--- src/rtl/regwrite_trace_buffer_pkg.sv ---
// Shared widths and the trace-entry layout for the register-writeback trace buffer.
package regwrite_trace_buffer_pkg;

  localparam int unsigned TRACE_REG_W   = 5;
  localparam int unsigned TRACE_DATA_W  = 32;
  localparam int unsigned TRACE_CYCLE_W = 16;
  localparam int unsigned DROP_CNT_W    = 8;

  typedef struct packed {
    logic [TRACE_CYCLE_W-1:0] cycle;
    logic [TRACE_REG_W-1:0]   rd;
    logic [TRACE_DATA_W-1:0]  data;
  } trace_entry_t;

endpackage

--- src/rtl/regwrite_trace_buffer_trace_fifo.sv ---
// Generic synchronous first-word-fall-through FIFO; the head entry is always on rdata.
module trace_fifo #(
  parameter int unsigned WIDTH = 53,
  parameter int unsigned DEPTH = 16
) (
  input  logic                     clock,
  input  logic                     reset,
  input  logic                     push,
  input  logic                     pop,
  input  logic [WIDTH-1:0]         wdata,
  output logic [WIDTH-1:0]         rdata,
  output logic [$clog2(DEPTH):0]   count,
  output logic                     full,
  output logic                     empty
);

  localparam int unsigned AW = $clog2(DEPTH);
  localparam int unsigned CW = AW + 1;

  logic [WIDTH-1:0] mem [DEPTH];
  logic [AW-1:0]    wr_ptr;
  logic [AW-1:0]    rd_ptr;
  logic             do_push;
  logic             do_pop;

  assign empty   = (count == '0);
  assign full    = (count == CW'(DEPTH));
  assign do_pop  = pop & ~empty;
  // A pop in the same cycle frees the slot, so a full FIFO can still take a push.
  assign do_push = push & (~full | do_pop);
  assign rdata   = mem[rd_ptr];

  always_ff @(posedge clock) begin
    if (do_push) mem[wr_ptr] <= wdata;
  end

  always_ff @(posedge clock) begin
    if (reset) begin
      wr_ptr <= '0;
      rd_ptr <= '0;
      count  <= '0;
    end else begin
      if (do_push) wr_ptr <= wr_ptr + AW'(1);
      if (do_pop)  rd_ptr <= rd_ptr + AW'(1);
      case ({do_push, do_pop})
        2'b10:   count <= count + CW'(1);
        2'b01:   count <= count - CW'(1);
        default: count <= count;
      endcase
    end
  end

endmodule

--- src/rtl/regwrite_trace_buffer.sv ---
// Records qualifying register-file writebacks with a cycle stamp into a FWFT trace FIFO.
module regwrite_trace_buffer
  import regwrite_trace_buffer_pkg::*;
#(
  parameter int unsigned DEPTH   = 16,
  parameter int unsigned CYCLE_W = 16
) (
  input  logic                     clock,
  input  logic                     reset,
  input  logic                     capture_en,
  input  logic                     ctrl_writeEnable,
  input  logic [TRACE_REG_W-1:0]   ctrl_writeReg,
  input  logic [TRACE_DATA_W-1:0]  data_writeReg,
  output logic                     out_valid,
  input  logic                     out_ready,
  output logic [CYCLE_W-1:0]       out_cycle,
  output logic [TRACE_REG_W-1:0]   out_reg,
  output logic [TRACE_DATA_W-1:0]  out_data,
  output logic [$clog2(DEPTH):0]   count,
  output logic                     overflow,
  output logic [DROP_CNT_W-1:0]    drop_count
);

  localparam int unsigned ENTRY_W = CYCLE_W + TRACE_REG_W + TRACE_DATA_W;

  logic [CYCLE_W-1:0] cycle_cnt;
  logic [ENTRY_W-1:0] wdata;
  logic [ENTRY_W-1:0] rdata;
  logic               qual;
  logic               pop;
  logic               full;
  logic               empty;
  logic               drop;

  assign qual      = capture_en & ctrl_writeEnable & (ctrl_writeReg != '0);
  assign pop       = out_valid & out_ready;
  assign drop      = qual & full & ~pop;
  assign wdata     = {cycle_cnt, ctrl_writeReg, data_writeReg};
  assign out_valid = ~empty;
  assign {out_cycle, out_reg, out_data} = rdata;

  trace_fifo #(
    .WIDTH (ENTRY_W),
    .DEPTH (DEPTH)
  ) u_fifo (
    .clock (clock),
    .reset (reset),
    .push  (qual),
    .pop   (pop),
    .wdata (wdata),
    .rdata (rdata),
    .count (count),
    .full  (full),
    .empty (empty)
  );

  // Free-running stamp; the first cycle after reset is stamp 0.
  always_ff @(posedge clock) begin
    if (reset) cycle_cnt <= '0;
    else       cycle_cnt <= cycle_cnt + CYCLE_W'(1);
  end

  // Overflow is sticky until reset; the drop counter saturates.
  always_ff @(posedge clock) begin
    if (reset) begin
      overflow   <= 1'b0;
      drop_count <= '0;
    end else if (drop) begin
      overflow <= 1'b1;
      if (drop_count != '1) drop_count <= drop_count + DROP_CNT_W'(1);
    end
  end

endmodule

--- config.mk ---
export PLATFORM = sky130hd
export DESIGN_NAME = regwrite_trace_buffer
export DESIGN_NICKNAME = d
export VERILOG_FILES = /design/src/rtl/regwrite_trace_buffer_pkg.sv /design/src/rtl/regwrite_trace_buffer_trace_fifo.sv /design/src/rtl/regwrite_trace_buffer.sv
export SDC_FILE = /design/constraint.sdc
export NUM_CORES = 1
export LEC_CHECK = 0
export CAP_MARGIN = 15
export CORE_ASPECT_RATIO = 0.7
export CORE_MARGIN = 3
export CORE_UTILIZATION = 50
export DETAILED_ROUTE_END_ITERATION = 6
export GPL_ROUTABILITY_DRIVEN = 0
export PLACE_DENSITY = 0.67
export SETUP_SLACK_MARGIN = 0.02
export SYNTH_ARGS = -nofsm -noshare
export SYNTH_HDL_FRONTEND = slang
export SYNTH_SLANG_ARGS = --single-unit
--- constraint.sdc ---
create_clock -name clock -period 8.05 [get_ports clock]
set_input_delay 0.805 -clock clock [delete_from_list [all_inputs] [get_ports clock]]
set_output_delay 0.805 -clock clock [all_outputs]
set_load 0.02 [all_outputs]
==> key figures, run 1 <==
Synthesis
  – Post-Syn Area per Cell: 24.04 µm²
  – Syn Nets: 1456
  – Synth cell types: 40
  – Share of the yosys chip area belonging to registers: 0.7801
  – Top post-synthesis cells by area: edfxtp_1 76%, mux4_2 18%, dfxtp_1 2.5%
  – Ys Warns: 0
  – Synth Flop Type: edfxtp_1
  – Number of flops mapped to enable cells by yosys: 848
  – Synth Cell Area: 33720 µm²
  – Number of synthesized register bits: 890
  – Synth area leader: edfxtp_1
  – Mapped Cells: 1403
  – Async SR Flop Fraction: 0
  – Top cell type's share of synthesized area: 0.7551

Clock tree
  – Root Buffer: clkbuf_16
  – CTS Buf Count: 82
  – Post-CTS setup buffer count: 0
  – H-Tree Level Count: 3
  – Clk slew on worst S/H paths: 0.06 ns
  – Number of hold buffers added after cts: 0
  – CTS tree: yes
  – Num Clock Sinks: 890
  – Clock tree buffer depth: 3
  – CTS resizes: 0
  – Clk_lat worst skew: 0.62 ns

Final layout
  – Layout cells sized above 1: 0.2629
  – Synth-to-Final Area Change: 14.21%
  – Inserted Diodes: 0
  – Nets@finish: 1605

Setup path
  – Worst endpoint required time: 7.24 ns
  – Critical path class: flop to primary output
  – Arrival time at the worst endpoint: 4.06 ns
  – Worst Setup End Kind: primary output
  – Critical Path Start Type: flop
  – Crit path max fanout: 48
  – RR Startpoint: u_fifo.count[1]

Min path
  – Hold_sp: overflow
  – Type of the tightest min-delay check: flop to flop

Drt
  – Vias: 15010
  – First drt pass iteration count: 7
  – DRT antenna net count: 0
  – Routed length per instance: 27.50 µm
  – Routed Wire Length: 68330 µm
  – Drt drc: 0
  – Iter 0 DRT Violations: 1542
  – Avg Vias per Cell: 6.040

Floorplan
  – Core area: 65780 µm²
  – Die Ht: 223.3 µm
  – Row count: 78
  – Die Width: 316.4 µm
  – Area of the die: 70650 µm²
  – Initial Util: 0.5127
  – I/O Pins: 110

Global routing
  – Initial antenna violation count: 0
  – Largest net degree at the start of global routing: 164
  – All-Layer GR Usage: 0.1981
  – Vias in the first global route: 15500
  – Total global routing overflow: 0
  – First-pass GRT wire length: 102700 µm

STA
  – Clock skew: 0.01490 ns
  – RSZ-0062 raised after global routing: false
  – Final hold slack: 0.4870 ns
  – Hold Fails Final Rpt: 0
  – Final Max Slew Viols: 0
  – Fmax: 0.2057 GHz
  – Worst-margin pin slew: 1.138 ns
  – Setup TNS: 0 ns
  – Crit share post-route: 0.6038
  – Relative slew slack: 0.2411
  – Crit path time final: 4.861 ns
  – Final setup fails: 0

Run
  – Max_cap viols: 0

Place
  – Port Buffer Count: 109
  – HPWL after DPL: 33450 µm

Pwr
  – Leakage: 0.01167 µW
  – Pwr/cell area: 276.4 nW/µm²
  – Peak supply drop: 174.5 µV

Status
  – Status: finished clean
-- power by group --
| part | switching, µW | leakage (µW) | internal, µW |
|---|---|---|---|
| clock | 1590 | 0.00124 | 2160 |
| sequential | 97.6 | 0.00805 | 5110 |
| combinational | 783 | 0.00238 | 903 |
| total | 2470 | 0.0117 | 8180 |
-- synth_stat cells (all sizes together), types with 9 or more instances --
cell type and number:
xnor2 10, nand3 9, ha 10, nand2 13, xor2 15, dfxtp 42
edfxtp 848, a21oi 11, clkbuf 37, mux4 265, nor2 46, buf 30
-- registers in the layout, indices dropped and copies added, names as in the netlist, named ones only --
signal	cells
u_fifo.count	5
u_fifo.rd_ptr	4
drop_count	8
u_fifo.mem	848
overflow	1
u_fifo.wr_ptr	4
cycle_cnt	16
-- per-layer routing --
| metal | GRT usage | vias to the layer above | wire [µm] |
|---|---|---|---|
| met5 | 0 | - | 0 |
| met4 | 0.04379 | 0 | 1120 |
| met3 | 0.03296 | 83 | 3810 |
| met2 | 0.3045 | 460 | 32390 |
| met1 | 0.3035 | 8177 | 31010 |
| li1 | - | 6289 | - |
-- placed cells by master (no fill, tap or decap), types with 9 or more instances in the layout --
cell type        netlist  layout
edfxtp_1             848     848
mux4_2               265     265
clkdlybuf4s50_1        0     109
clkbuf_16              0      84
dfxtp_1               42      38
nor2_1                46      34
buf_4                  1      21
clkbuf_1              37      17
xor2_1                15      15
nand2_1               13      13
nor2_4                 0      12
clkinv_1               0      12
a21oi_1               11      11
xnor2_1               10      10
ha_1                  10      10
nand3_1                9       9
clkinv_2               0       9
-- worst paths after layout --
| check | end | slack [ns] | cells past startpoint |
|---|---|---|---|
| worst max-delay path | out_data[5] | 3.19 | 4 |
| worst min-delay path | overflow | 0.49 | 2 |
| worst max register to register | u_fifo.mem[4][20] | 4.58 | 6 |
| worst min register to register | overflow | 0.49 | 2 |
-- logic make-up after synthesis --
kind of cell / after synthesis / synth area share
AND/OR/NAND/NOR: 109 / 0.01670
AO/OA/AOI/OAI: 23 / 0.004007
XOR/XNOR: 25 / 0.006493
adder cells (fa/ha/maj): 11 / 0.004304
buffers and inverters: 73 / 0.008979
flip-flops: 890 / 0.7801
multiplexers: 272 / 0.1795
-- stage by stage --
step | worst slack, ns | std cells | cell area (µm²) | utilization | total power (µW)
floorplan | 2.440 | 1403 | 33720 | - | 6461
global placement | 3.201 | 2348 | 35960 | 0.5466 | 7009
detailed placement | 3.072 | 2348 | 35960 | 0.5466 | 7022
CTS | 3.011 | 2485 | 38520 | 0.5855 | 10770
global route | 2.834 | 2485 | 38520 | 0.5855 | 11040
finish | 3.189 | 2485 | 38520 | 0.5855 | 10640
-- worst max-delay path: stages (launching register included) --
cell and delay [ns]:
dfxtp_4 0.83, buf_4 0.87, mux4_2 0.64, mux4_2 0.51
clkdlybuf4s50_1 0.56
-- area by class of cell --
type	instances	area, µm²
Inverter	6	22.52
Clock inverter	36	392.9
Tap cell	880	1101
Sequential cell	890	26320
Multi-Input combinational cell	440	7224
Clock buffer	101	2166
Timing Repair Buffer	132	1289
Fill cell	4607	27260
(Power assumes the default switching activity.)
==> run 2: changes to the inputs <==
--- a/config.mk
+++ b/config.mk
@@ -11,7 +11,7 @@
 export CORE_UTILIZATION = 50
 export DETAILED_ROUTE_END_ITERATION = 6
 export GPL_ROUTABILITY_DRIVEN = 0
-export PLACE_DENSITY = 0.67
+export PLACE_DENSITY = 0.7
 export SETUP_SLACK_MARGIN = 0.02
 export SYNTH_ARGS = -nofsm -noshare
 export SYNTH_HDL_FRONTEND = slang
==> constraint.sdc (replaced) <==
create_clock -name clock -period 4.4 [get_ports clock]
set_input_delay 0.44 -clock clock [delete_from_list [all_inputs] [get_ports clock]]
set_output_delay 0.44 -clock clock [all_outputs]
set_load 0.02 [all_outputs]
==> run 2 against run 1 <==
  * Non-clock buffer count grew 16
  * Sequential power grew 82%
  * Sequential share of layout area shrank 0.71 points
  * Critical endpoint is now out_cycle[14]
  * Worst hold slack lost 0.0097 ns
  * Design area grew 1.0%
  * Count of clock-buffer cells in the layout shrank 2
  * First-iteration DRC count grew 12%
  * Wire length shrank 3.1%
  * Clock power grew 83%
  * Critical path depth is the same
  * Via count shrank 0.40%
==> key figures, run 2 (synthesis results as in run 1) <==
Status
  – Status: finished clean

Final layout
  – Synth-to-Final Area Change: 15.41%
  – Most frequent cells in the layout: 848 x edfxtp_1, 265 x mux4_2, 109 x clkdlybuf4s50_1, 85 x clkbuf_16, 38 x dfxtp_1
  – Final Instance Count excl. Fillers: 2509
  – Largest regs: u_fifo.mem: 848 flops, cycle_cnt: 16 flops, drop_count: 8 flops
  – Largest register by flop count: u_fifo.mem
  – Commonest non-fill, non-tap cell in the layout: edfxtp_1
  – Layout cells sized above 1: 0.2738
  – Largest register FFs: 848
  – Nets@finish: 1619
  – Inserted Diodes: 0

Clock tree
  – Clk_lat worst skew: 0.62 ns
  – H-Tree Level Count: 3
  – CTS resizes: 0
  – Num Clock Sinks: 890
  – Number of hold buffers added after cts: 0
  – Post-CTS setup buffer count: 0
  – CTS tree: yes
  – CTS Buf Count: 80
  – Root Buffer: clkbuf_16
  – Clk slew on worst S/H paths: 0.07 ns
  – Clock tree buffer depth: 3

Pwr
  – Leakage: 0.01181 µW
  – Peak supply drop: 272.2 µV
  – Pwr/cell area: 501.9 nW/µm²

STA
  – Crit path time final: 3.840 ns
  – Crit share post-route: 0.8728
  – Final setup fails: 0
  – Clock skew: 0.01425 ns
  – Setup TNS: 0 ns
  – Fmax: 0.2604 GHz
  – Worst-margin pin slew: 1.040 ns
  – RSZ-0062 raised after global routing: false
  – Final Max Slew Viols: 0
  – Hold Fails Final Rpt: 0
  – Relative slew slack: 0.3068

Setup path
  – Cell family with most CP delay: multiplexers
  – Critical Path Start Type: flop
  – Top cell by count, worst path: mux4_2
  – Critical path class: flop to primary output
  – WP depth: 4
  – Arrival time at the worst endpoint: 3.40 ns
  – Worst Setup End Kind: primary output
  – Critical Path, Cell by Cell: buf_12, mux4_2, mux4_2, clkdlybuf4s50_1
  – RR Startpoint: u_fifo.count[0]
  – R2r setup slk: 1.44 ns
  – R2R depth: 9
  – Slowest stage delay, CP: 0.66 ns
  – Worst endpoint required time: 3.96 ns
  – Crit path max fanout: 43
  – WP buf/inv: 2
  – CP max-delay cell: dfxtp_4

Drt
  – Avg Vias per Cell: 5.958
  – Drt drc: 0
  – Vias: 14950
  – Routed length per instance: 26.39 µm
  – First drt pass iteration count: 5
  – DRT antenna net count: 0
  – Iter 0 DRT Violations: 1726
  – Routed Wire Length: 66210 µm

Place
  – Port Buffer Count: 109
  – HPWL after DPL: 34160 µm
  – Placed Instances: 2364

Floorplan
  – Row count: 78
  – Core area: 65780 µm²
  – Die Width: 316.4 µm
  – Die Ht: 223.3 µm
  – Area of the die: 70650 µm²
  – Initial Util: 0.5127
  – I/O Pins: 110

Min path
  – Hold depth: 2
  – Type of the tightest min-delay check: flop to flop
  – Hold_sp: overflow

Global routing
  – First-pass GRT wire length: 101200 µm
  – Largest net degree at the start of global routing: 64
  – Total global routing overflow: 0
  – Initial antenna violation count: 1
  – All-Layer GR Usage: 0.1926
  – Vias in the first global route: 15780

Run
  – Max_cap viols: 0
[run 2: changes by cell type in the layout (fill, tap and decap cells not counted), sizes merged]
| cell | previous run | this run |
|---|---|---|
| clkbuf | 101 | 99 |
| clkinv | 23 | 33 |
| bufinv | 8 | 6 |
| buf | 23 | 39 |
| inv | 8 | 10 |
[run 2: power breakdown]
part / switching [µW] / internal [µW] / total (µW)
logic: 1500 / 1700 / 3210
clock network: 2950 / 3900 / 6850
registers: 131 / 9350 / 9480
total: 4580 / 15000 / 19500
[run 2: layout make-up]
class,instances,area [µm²]
flip-flops and latches,890,26320
inverters,6,22.52
clock buffers,99,2190
repair buffers,148,1647
well taps,880,1101
multi-input cells,440,7249
fillers,4554,26860
clock inverters,46,390.4
[run 2: path summary, 6_finish.rpt]
check                    endpoint
setup / recovery    out_cycle[14]
hold / removal           overflow
setup reg to reg  u_fifo.count[4]
hold reg to reg          overflow
[run 2: routing by layer]
metal,vias up,GRT usage,wire length (µm)
li1,6329,-,-
met2,459,0.3023,32060
met4,2,0.04379,1102
met1,8076,0.2886,29330
met3,83,0.03231,3707
met5,-,0,11
[run 2: worst register-to-register path, stage by stage (launching register included)]
cell and delay [ns]:
dfxtp_1 0.35, or4_4 0.60, o21ai_0 0.28, nor2_1 0.17, ha_1 0.35, nor2b_1 0.14
o21ai_0 0.26, a21oi_1 0.13, a32oi_1 0.22, mux2_2 0.36
[run 2: stage by stage]
step,setup slack (ns),cell area [µm²],hold slack [ns],power [µW],util
2_1_floorplan,0.4907,33740,0.4678,11820,-
3_3_place_gp,0.6130,36340,0.4721,12880,0.5525
3_5_place_dp,0.4680,36340,0.4683,12930,0.5525
4_1_cts,0.4289,38920,0.4842,19780,0.5917
5_1_grt,0.3612,38920,0.5375,20260,0.5917
6_report,0.5596,38920,0.4773,19540,0.5917
